**src/rtl/la_pkg.sv**
```systemverilog
// Shared types and defaults for the logic-analyser frame scheduler.
package la_pkg;
  localparam int NUM_CH       = 8;
  localparam int BYTE_W       = 8;
  localparam int LEN_W        = 4;
  localparam int DEF_SLOT_LEN = 15;

  typedef enum logic [1:0] {
    IDLE,
    SNAP,
    SLOT
  } state_e;
endpackage

```
**src/rtl/la_next_chan.sv**
```systemverilog
// Combinational finder: lowest set mask bit strictly above the given index.
module la_next_chan #(
  parameter int NUM_CH = 8,
  parameter int IDX_W  = 3
) (
  input  logic [IDX_W-1:0]  i_idx,
  input  logic [NUM_CH-1:0] i_mask,
  output logic [IDX_W-1:0]  o_next,
  output logic              o_found
);
  always_comb begin
    o_next  = '0;
    o_found = 1'b0;
    for (int unsigned k = 0; k < NUM_CH; k++) begin
      if (!o_found && i_mask[k] && (k > 32'(i_idx))) begin
        o_next  = IDX_W'(k);
        o_found = 1'b1;
      end
    end
  end
endmodule

```
**src/rtl/la_frame_scheduler.sv**
```systemverilog
// Snapshots probe bytes and plays enabled channels onto Dout, one slot each,
// as single or continuous sweeps.
module la_frame_scheduler #(
  parameter int NUM_CH = la_pkg::NUM_CH,
  parameter int LEN_W  = la_pkg::LEN_W
) (
  input  logic                clk,
  input  logic                rst,
  input  logic                enable,
  input  logic                single,
  input  logic [NUM_CH-1:0]   chan_mask,
  input  logic [LEN_W-1:0]    slot_len,
  input  logic [8*NUM_CH-1:0] probe_in,
  output logic [7:0]          Dout,
  output logic                trigger,
  output logic [2:0]          slot_idx,
  output logic                busy,
  output logic                sweep_done
);
  import la_pkg::*;

  localparam int IDX_W = 3;

  state_e                          r_state;
  logic                            r_pend;
  logic [LEN_W-1:0]                r_cnt;
  logic [LEN_W-1:0]                r_len;
  logic [NUM_CH-1:0]               r_mask;
  logic [NUM_CH-1:0][BYTE_W-1:0]   r_snap;
  logic [IDX_W-1:0]                r_idx;
  logic [BYTE_W-1:0]               r_dout;
  logic                            r_trig;
  logic                            r_busy;
  logic                            r_done;

  logic [NUM_CH-1:0][BYTE_W-1:0]   w_probe;
  logic                            w_in_snap;
  logic                            w_req;
  logic [IDX_W-1:0]                w_a_idx;
  logic [NUM_CH-1:0]               w_a_mask;
  logic [IDX_W-1:0]                w_a_next;
  logic                            w_a_found;
  logic [IDX_W-1:0]                w_first;
  logic [IDX_W-1:0]                w_b_idx;
  logic [IDX_W-1:0]                w_b_next;
  logic                            w_b_found;

  assign w_probe   = probe_in;
  assign w_in_snap = (r_state == SNAP);
  assign w_req     = (enable | r_pend) & (|chan_mask);

  // Finder A: successor of the current slot (or of bit 0 while snapping).
  // Finder B: successor of the channel about to be loaded, so sweep_done can
  // be registered one cycle ahead of the final slot cycle.
  assign w_a_idx  = w_in_snap ? '0 : r_idx;
  assign w_a_mask = w_in_snap ? chan_mask : r_mask;
  assign w_first  = chan_mask[0] ? '0 : w_a_next;
  assign w_b_idx  = w_in_snap ? w_first : w_a_next;

  la_next_chan #(.NUM_CH(NUM_CH), .IDX_W(IDX_W)) u_next_a (
    .i_idx   (w_a_idx),
    .i_mask  (w_a_mask),
    .o_next  (w_a_next),
    .o_found (w_a_found)
  );

  la_next_chan #(.NUM_CH(NUM_CH), .IDX_W(IDX_W)) u_next_b (
    .i_idx   (w_b_idx),
    .i_mask  (w_a_mask),
    .o_next  (w_b_next),
    .o_found (w_b_found)
  );

  always_ff @(posedge clk or posedge rst) begin
    if (rst) begin
      r_state <= IDLE;
      r_pend  <= 1'b0;
      r_cnt   <= '0;
      r_len   <= '0;
      r_mask  <= '0;
      r_snap  <= '0;
      r_idx   <= '0;
      r_dout  <= '0;
      r_trig  <= 1'b0;
      r_busy  <= 1'b0;
      r_done  <= 1'b0;
    end else begin
      r_done <= 1'b0;
      r_pend <= r_pend | single;
      case (r_state)
        IDLE: begin
          r_trig <= 1'b0;
          if (w_req) begin
            r_state <= SNAP;
            r_busy  <= 1'b1;
            r_pend  <= single;
          end else if (chan_mask == '0) begin
            r_pend <= single;
          end
        end
        SNAP: begin
          if (|chan_mask) begin
            r_state <= SLOT;
            r_snap  <= w_probe;
            r_mask  <= chan_mask;
            r_len   <= slot_len;
            r_idx   <= w_first;
            r_dout  <= w_probe[w_first];
            r_trig  <= 1'b1;
            r_cnt   <= '0;
            r_done  <= (slot_len == '0) && !w_b_found;
          end else begin
            // Mask dropped to zero during the snapshot cycle: nothing to play.
            r_state <= IDLE;
            r_busy  <= 1'b0;
          end
        end
        SLOT: begin
          if (r_cnt != r_len) begin
            r_cnt  <= r_cnt + 1'b1;
            r_done <= (LEN_W'(r_cnt + 1'b1) == r_len) && !w_a_found;
          end else if (w_a_found) begin
            r_idx  <= w_a_next;
            r_dout <= r_snap[w_a_next];
            r_trig <= 1'b0;
            r_cnt  <= '0;
            r_done <= (r_len == '0) && !w_b_found;
          end else begin
            r_trig <= 1'b0;
            r_cnt  <= '0;
            if (w_req) begin
              r_state <= SNAP;
              r_pend  <= single;
            end else begin
              r_state <= IDLE;
              r_busy  <= 1'b0;
            end
          end
        end
        default: begin
          r_state <= IDLE;
          r_busy  <= 1'b0;
        end
      endcase
    end
  end

  assign Dout       = r_dout;
  assign trigger    = r_trig;
  assign slot_idx   = r_idx;
  assign busy       = r_busy;
  assign sweep_done = r_done;
endmodule

```
**config.mk**
```make
export PLATFORM = sky130hd
export DESIGN_NAME = la_frame_scheduler
export DESIGN_NICKNAME = d
export VERILOG_FILES = /design/src/rtl/la_pkg.sv /design/src/rtl/la_next_chan.sv /design/src/rtl/la_frame_scheduler.sv
export SDC_FILE = /design/constraint.sdc
export NUM_CORES = 1
export LEC_CHECK = 0
export BUFFER_PORTS_ARGS = -buffer_cell sky130_fd_sc_hd__buf_2
export CAP_MARGIN = 20
export CORE_UTILIZATION = 55
export CTS_BUF_LIST = sky130_fd_sc_hd__clkbuf_8
export CTS_CLUSTER_DIAMETER = 30
export DETAILED_ROUTE_END_ITERATION = 8
export GPL_ROUTABILITY_DRIVEN = 0
export GPL_TIMING_DRIVEN = 1
export PLACE_DENSITY = 0.78
export SLEW_MARGIN = 20
export SYNTH_ARGS = -nofsm -noshare
export SYNTH_HDL_FRONTEND = slang
export SYNTH_SLANG_ARGS = --single-unit
```
**constraint.sdc**
```tcl
create_clock -name clk -period 4.1 [get_ports clk]
set_clock_uncertainty 0.05 [all_clocks]
set_input_delay 0.205 -clock clk [delete_from_list [all_inputs] [get_ports clk]]
set_output_delay 0.205 -clock clk [all_outputs]
set_load 0.005 [all_outputs]
```
==> metrics.cfg, run 1 <==
[outcome]
outcome = completed

[power]
internal_power_mw = 3.274
switchingPower_mw = 2.778
comb_power_share = 0.610
peakVddDrop_uv = 523.9
pwr-share-seq = 0.285
total_power_mw = 6.052
p_clk_frac = 0.105
sw_frac_of_total = 0.4591
leakage_nw = 2.875
power_density_nw_per_um2 = 931.4

[route]
ant_nets = 0
drtIter0Drc = 358
drc = 0
viasPerCell = 6.096
num_vias = 4816
drt_first_pass_iters = 5
wl_per_cell_um = 18.74
wl_um = 14800

[hold_path]
min_from = probe_in[25]
hold_path.class = in -> reg

[worst_setup_path]
endpoint_kind = flop
path_class = reg -> reg
cp_slowest_cell = or4b_4
crit_required_ns = 4.33
max_stage_delay_ns = 0.55
crit_path_cell_trace = inv_1 -> ha_2 -> or4b_4 -> and2_4 -> a2111o_1 -> or2_1 -> and2_4 -> buf_4 -> o21ai_0 -> a21oi_1 -> o32ai_1 -> nand2_1
crit_arrival_ns = 4.02
start_kind = flop
cp_top_family = simple AND/OR/NAND/NOR gates
cp_max_fo = 39
startpoint = r_state[1]
rr_startpoint = r_state[1]
crit_top_cell = and2_4
cp.buffers_inverters = 2

[floorplan]
io_pins = 94
dieWidth_um = 101.7
die_h_um = 101.7
coreArea_sq_um = 9684
start_util = 0.5646
die-area_sq_um = 10340
std_cell_rows = 36

[synth]
ys.flop_type = dfrtp_1
postSynthNetCount = 625
synth-seq-cells = 96
yosys-top-cells-area = dfrtp_1 44%, mux2_2 15%, nand2_1 6.0%
synth_top_area_frac = 0.4394
yosysTopAreaCell = dfrtp_1
syn_avg_cell_area_sq_um = 10.13
yosysWarnings = 0
synth_area_sq_um = 5468
synthArstFlopShare = 1.000
yosysSeqAreaShare = 0.4394
synth_cells = 540
synthDistinctLibCells = 63
synth-edff-count = 0

[global_routing]
antenna_found_initial = 0
grt_usage = 0.3064
grt_max_degree = 61
grt_pass1_vias = 4787
grt_overflow_total = 0
grt_pass1_wl_um = 23580

[layout]
stdcell_count = 790
area_growth_pct = 18.83
diodes = 0
drive_gt1_frac = 0.3242
nNetsFinal = 737
fillers = 750

[timing]
period_share = 0.9230
setup_viol = 0
fin_crit_ns = 3.784
finalHoldViolations = 0
fmax_ghz = 0.2643
worstMarginPinSlew_ns = 0.7533
slew_headroom = 0.4978
timing.setup.tns_ns = 0
maxSlewViolCount = 0
rsz0062_at_grt = no

[clocking]
ctsLongestPathBuffers = 2
cts_tree = yes
htree_levels = 3
clkLatencyLatePin_ns = 0.39
clock_sinks = 96
cts_root_buffer = clkbuf_8
cts_buffers = 9
path_clk_slew_ns = 0.10

[run]
maxCapViolations = 0

[placed_design]
dp_hpwl_um = 10620
dp_cells = 752
io_buffers = 93

kinds of logic (layout without fill, tap and decap cells):
group	count (synthesis)	in the layout	share of synthesized area
adder cells (fa/ha/maj)	5	5	0.01144
flip-flops	96	96	0.4394
AO/OA/AOI/OAI	114	114	0.1517
buffers and inverters	39	156	0.03455
multiplexers	101	101	0.2016
AND/OR/NAND/NOR	178	178	0.1501
XOR/XNOR	7	7	0.01121
registers in the layout, indices dropped and copies added (netlist names), 2 cells and up:
signal	flops
r_len	4
Dout	8
r_state	2
slot_idx	3
r_mask	7
r_snap	64
r_cnt	4
power by group through the flow:
stage	clock (mW)	combinational, mW	sequential (mW)
floorplan	0	2.77	1.64
global placement	0	3.51	1.70
detailed placement	0	3.62	1.73
CTS	0.649	3.64	1.71
global route	0.686	4.01	1.76
finish	0.636	3.69	1.72
metal layers:
metal / up-vias / wire (um) / GRT usage
li1: 2209 / - / -
met1: 2333 / 6128 / 0.3893
met2: 241 / 7251 / 0.4990
met3: 33 / 1017 / 0.07660
met4: 0 / 406 / 0.1293
met5: - / 0 / 0
cell usage after synthesis (5+ instances only):
library cell  number
ha_1               5
o21ai_0           19
o31ai_1            7
nor3_1            12
dfrtp_1           96
a22o_1             5
o221ai_1           5
xnor2_1            5
nand4_1           10
nor2_1            25
nand3_1           14
buf_1              6
mux2i_1           28
o32ai_1            5
clkbuf_1          16
inv_1              7
a32oi_1            8
a21oi_1           21
nand2_1           88
mux2_2            73
nor4_1             6
cell type report:
class                      count  area (sq um)  share of cell area
clock buffer                  12         165.2             0.02542
clock inverter                 4         33.78            0.005199
inverter                       7         27.53            0.004236
multi-input combinational    405          2882              0.4435
sequential                    96          2402              0.3697
tap                          133         166.4             0.02561
timing repair buffer         133         820.8              0.1263
worst register-to-register path: stages, from the launching register on:
cell	delay, ns
dfrtp_1	0.41
inv_1	0.09
ha_2	0.29
or4b_4	0.55
and2_4	0.21
a2111o_1	0.42
or2_1	0.32
and2_4	0.32
buf_4	0.29
o21ai_0	0.24
a21oi_1	0.13
o32ai_1	0.28
nand2_1	0.08
metrics by stage:
| step | worst slack (ns) | instance area (sq um) | hold slack (ns) | utilization |
|---|---|---|---|---|
| 2_1_floorplan | 0.6243 | 5468 | 0.2473 | - |
| 3_3_place_gp | 0.4443 | 6076 | 0.2494 | 0.6274 |
| 3_5_place_dp | 0.2569 | 6076 | 0.2641 | 0.6274 |
| 4_1_cts | 0.2469 | 6395 | 0.00001396 | 0.6603 |
| 5_1_grt | 0.1502 | 6497 | 0.00004652 | 0.6709 |
| 6_report | 0.3159 | 6497 | 0.01536 | 0.6709 |
final timing paths:
kind                       depth (start not counted)  slack (ns)          to
hold / removal                                     2        0.02  r_snap[25]
min in group asynchronous                          3        0.36   r_mask[2]
max in group asynchronous                          4        2.45  r_snap[20]
hold reg to reg                                    2        0.46   r_mask[1]
setup reg to reg                                  12        0.32     Dout[6]
setup / recovery                                  12        0.32     Dout[6]
timing repair:
action,4_1_cts,5_1_grt
hold buffers,12,10
setup endpoints to repair,0,3
buffers inserted,0,0
gates resized for setup,0,1
hold endpoints to repair,47,10
cells in the final DEF, fill, tap and decap left out, drive strengths merged, types with 4 or more instances in the layout:
cell type / count
nor3: 12
a2111oi: 4
o31ai: 8
o32ai: 5
nor2: 26
a32oi: 8
ha: 5
o221ai: 5
xnor2: 5
a21oi: 22
o21ai: 21
o21a: 4
dfrtp: 96
and2: 5
nand4: 10
mux2: 73
dlygate4sd3: 22
clkbuf: 12
nand3: 14
buf: 111
inv: 9
a22o: 5
mux2i: 28
nand2: 89
nor4: 6
(Power assumes the default switching activity.)
==> run 2: changes to the inputs <==
--- a/config.mk
+++ b/config.mk
@@ -7,13 +7,15 @@
 export LEC_CHECK = 0
 export BUFFER_PORTS_ARGS = -buffer_cell sky130_fd_sc_hd__buf_2
 export CAP_MARGIN = 20
-export CORE_UTILIZATION = 55
+export CELL_PAD_IN_SITES_DETAIL_PLACEMENT = 0
+export CELL_PAD_IN_SITES_GLOBAL_PLACEMENT = 1
+export CORE_UTILIZATION = 45
 export CTS_BUF_LIST = sky130_fd_sc_hd__clkbuf_8
 export CTS_CLUSTER_DIAMETER = 30
 export DETAILED_ROUTE_END_ITERATION = 8
 export GPL_ROUTABILITY_DRIVEN = 0
 export GPL_TIMING_DRIVEN = 1
-export PLACE_DENSITY = 0.78
+export PLACE_DENSITY_LB_ADDON = 0.1
 export SLEW_MARGIN = 20
 export SYNTH_ARGS = -nofsm -noshare
 export SYNTH_HDL_FRONTEND = slang
==> run 2 against run 1 <==
First-iteration DRC count down 22%. Largest cell class unchanged. Sequential cell count unchanged. Largest power group unchanged. Maximum frequency down 2.1%. Cell count down 1.5%. Global-route usage down 4.3 points. Register-to-register slack worse by 0.08 ns. Clock-buffer cell count down 3. The flow now finishes with violations (design-rule violations). Total power up 1.9%. Via count down 3.1%. Worst hold slack worse by 0.0020 ns. Sequential share of layout area up 0.93 points. Core utilization down 13 points.
==> metrics.cfg, run 2 (synthesized netlist as in run 1, its figures left out) <==
[timing]
rsz0062_at_grt = no  ; unchanged
timing.setup.tns_ns = 0  ; unchanged
setup_viol = 0  ; unchanged
fin_ws_ns = 0.2357  ; was 0.3159 ns
fmax_ghz = 0.2588  ; was 0.2643 GHz
slew_headroom = 0.4760  ; was 0.4978
worstMarginPinSlew_ns = 0.7859  ; was 0.7533 ns
finalHoldViolations = 0  ; unchanged
fin_crit_ns = 3.864  ; was 3.784 ns
period_share = 0.9425  ; was 0.9230
maxSlewViolCount = 0  ; unchanged

[power]
leakage_nw = 2.800  ; was 2.875 nW
peakVddDrop_uv = 474.7  ; was 523.9 uV
power_density_nw_per_um2 = 973.3  ; was 931.4 nW/um^2
total_power_mw = 6.168  ; was 6.052 mW

[route]
drtIter0Drc = 281  ; was 358
num_vias = 4667  ; was 4816
drc = 4  ; was 0
ant_nets = 0  ; unchanged
wl_per_cell_um = 20.13  ; was 18.74 um
wl_um = 15660  ; was 14800 um
viasPerCell = 5.999  ; was 6.096
drt_first_pass_iters = 7  ; was 5

[global_routing]
grt_pass1_wl_um = 25210  ; was 23580 um
grt_usage = 0.2635  ; was 0.3064
antenna_found_initial = 0  ; unchanged
grt_pass1_vias = 4711  ; was 4787
grt_max_degree = 63  ; was 61
grt_overflow_total = 0  ; unchanged

[clocking]
htree_levels = 3  ; unchanged
cts_buffers = 9  ; unchanged
clkLatencyLatePin_ns = 0.38  ; was 0.39 ns
clock_sinks = 96  ; unchanged
cts_tree = yes  ; unchanged
ctsLongestPathBuffers = 2  ; unchanged
path_clk_slew_ns = 0.10  ; about the same
cts_root_buffer = clkbuf_8  ; unchanged

[worst_setup_path]
rr_startpoint = r_state[1]  ; unchanged
rrSetupSlack_ns = 0.24  ; was 0.32 ns
startpoint = r_state[1]  ; unchanged
cp_slowest_cell = or4b_4  ; unchanged
max_stage_delay_ns = 0.60  ; was 0.55 ns
crit_arrival_ns = 4.13  ; was 4.02 ns
endpoint_kind = flop  ; unchanged
cp_max_fo = 25  ; was 39
crit_required_ns = 4.37  ; was 4.33 ns
path_class = reg -> reg  ; unchanged
crit_path_cell_trace = inv_1 -> ha_1 -> or4b_4 -> and2_4 -> a2111o_1 -> or2_1 -> nand2_1 -> buf_4 -> nor2_1 -> nor4_1 -> o32a_1 -> a41o_1  ; was inv_1 -> ha_2 -> or4b_4 -> and2_4 -> a2111o_1 -> or2_1 -> and2_4 -> buf_4 -> o21ai_0 -> a21oi_1 -> o32ai_1 -> nand2_1
start_kind = flop  ; unchanged

[hold_path]
min_from = probe_in[23]  ; was probe_in[25]
hold_path.class = in -> reg  ; unchanged

[floorplan]
std_cell_rows = 39  ; was 36
die-area_sq_um = 12600  ; was 10340 sq um
start_util = 0.4708  ; was 0.5646
dieWidth_um = 112.2  ; was 101.7 um
die_h_um = 112.2  ; was 101.7 um
io_pins = 94  ; unchanged
coreArea_sq_um = 11610  ; was 9684 sq um

[layout]
diodes = 0  ; unchanged
area_growth_pct = 15.90  ; was 18.83%
top_register = r_snap  ; unchanged
largest_reg_flops = 64  ; unchanged
nNetsFinal = 715  ; was 737
layout_commonest_cell = dfrtp_1  ; unchanged
drive_gt1_frac = 0.3307  ; was 0.3242
fin_util = 0.5457  ; was 0.6709
regArea_sq_um = 2402  ; unchanged
multi_input_area_sq_um = 2879  ; was 2882 sq um
layout_common_cells = 96 x dfrtp_1, 93 x buf_2, 87 x nand2_1  ; unchanged
fillers = 1071  ; was 750

[placed_design]
io_buffers = 93  ; unchanged
place_ws_ns = 0.3113  ; was 0.2569 ns
dp_hpwl_um = 11470  ; was 10620 um

[run]
maxCapViolations = 0  ; unchanged

[outcome]
violations = design-rule violations
outcome = finished with violations  ; was completed

==> run 2: power breakdown <==
group / switching, mW / internal [mW] / total (mW)
Combinational: 2.15 / 1.60 / 3.75
Sequential: 0.298 / 1.42 / 1.72
Clock: 0.354 / 0.345 / 0.698
==> run 2: layout make-up <==
cell class              count  share of cell area
inverters                   7            0.004541
repair buffers            111             0.09951
clock inverters             7             0.01481
multi-input cells         405              0.4543
flip-flops and latches     96              0.3791
well taps                 143             0.02823
clock buffers               9             0.01955
==> run 2: what timing repair did <==
action,CTS,global route
setup buffers,0,0
hold endpoints to repair,62,0
gates resized for setup,0,0
hold buffers,2,0
==> run 2: path summary, 6_finish.rpt <==
| path | to | depth (start not counted) |
|---|---|---|
| hold / removal | r_snap[23] | 2 |
| hold reg to reg | r_snap[21] | 1 |
| setup / recovery | Dout[5] | 12 |
| max in group asynchronous | r_snap[30] | 4 |
| setup reg to reg | Dout[5] | 12 |
| min in group asynchronous | sweep_done | 3 |
==> run 2: per-layer routing <==
layer / wire length [um] / vias to the layer above / GRT usage
li1: - / 2168 / -
met2: 7754 / 145 / 0.4526
met4: 533 / 0 / 0.1191
met3: 647 / 33 / 0.03888
met1: 6724 / 2321 / 0.3296
met5: 0 / - / 0
==> run 2: stage by stage <==
step	hold WS, ns	cell area (sq um)	cells
detailed placement	0.3385	6100	760
global placement	0.3377	6100	760
floorplan	0.2473	5468	540
finish	0.01333	6337	778
global route	0.01093	6337	778
CTS	0.001625	6337	778
==> run 2: worst max-delay path: cells and delay by family (launching register included) <==
family | cells | cell delay [ns]
buffers and inverters | 2 | 0.41
AO/OA/AOI/OAI | 3 | 0.73
flip-flops | 1 | 0.42
AND/OR/NAND/NOR | 6 | 1.76
adder cells (fa/ha/maj) | 1 | 0.42
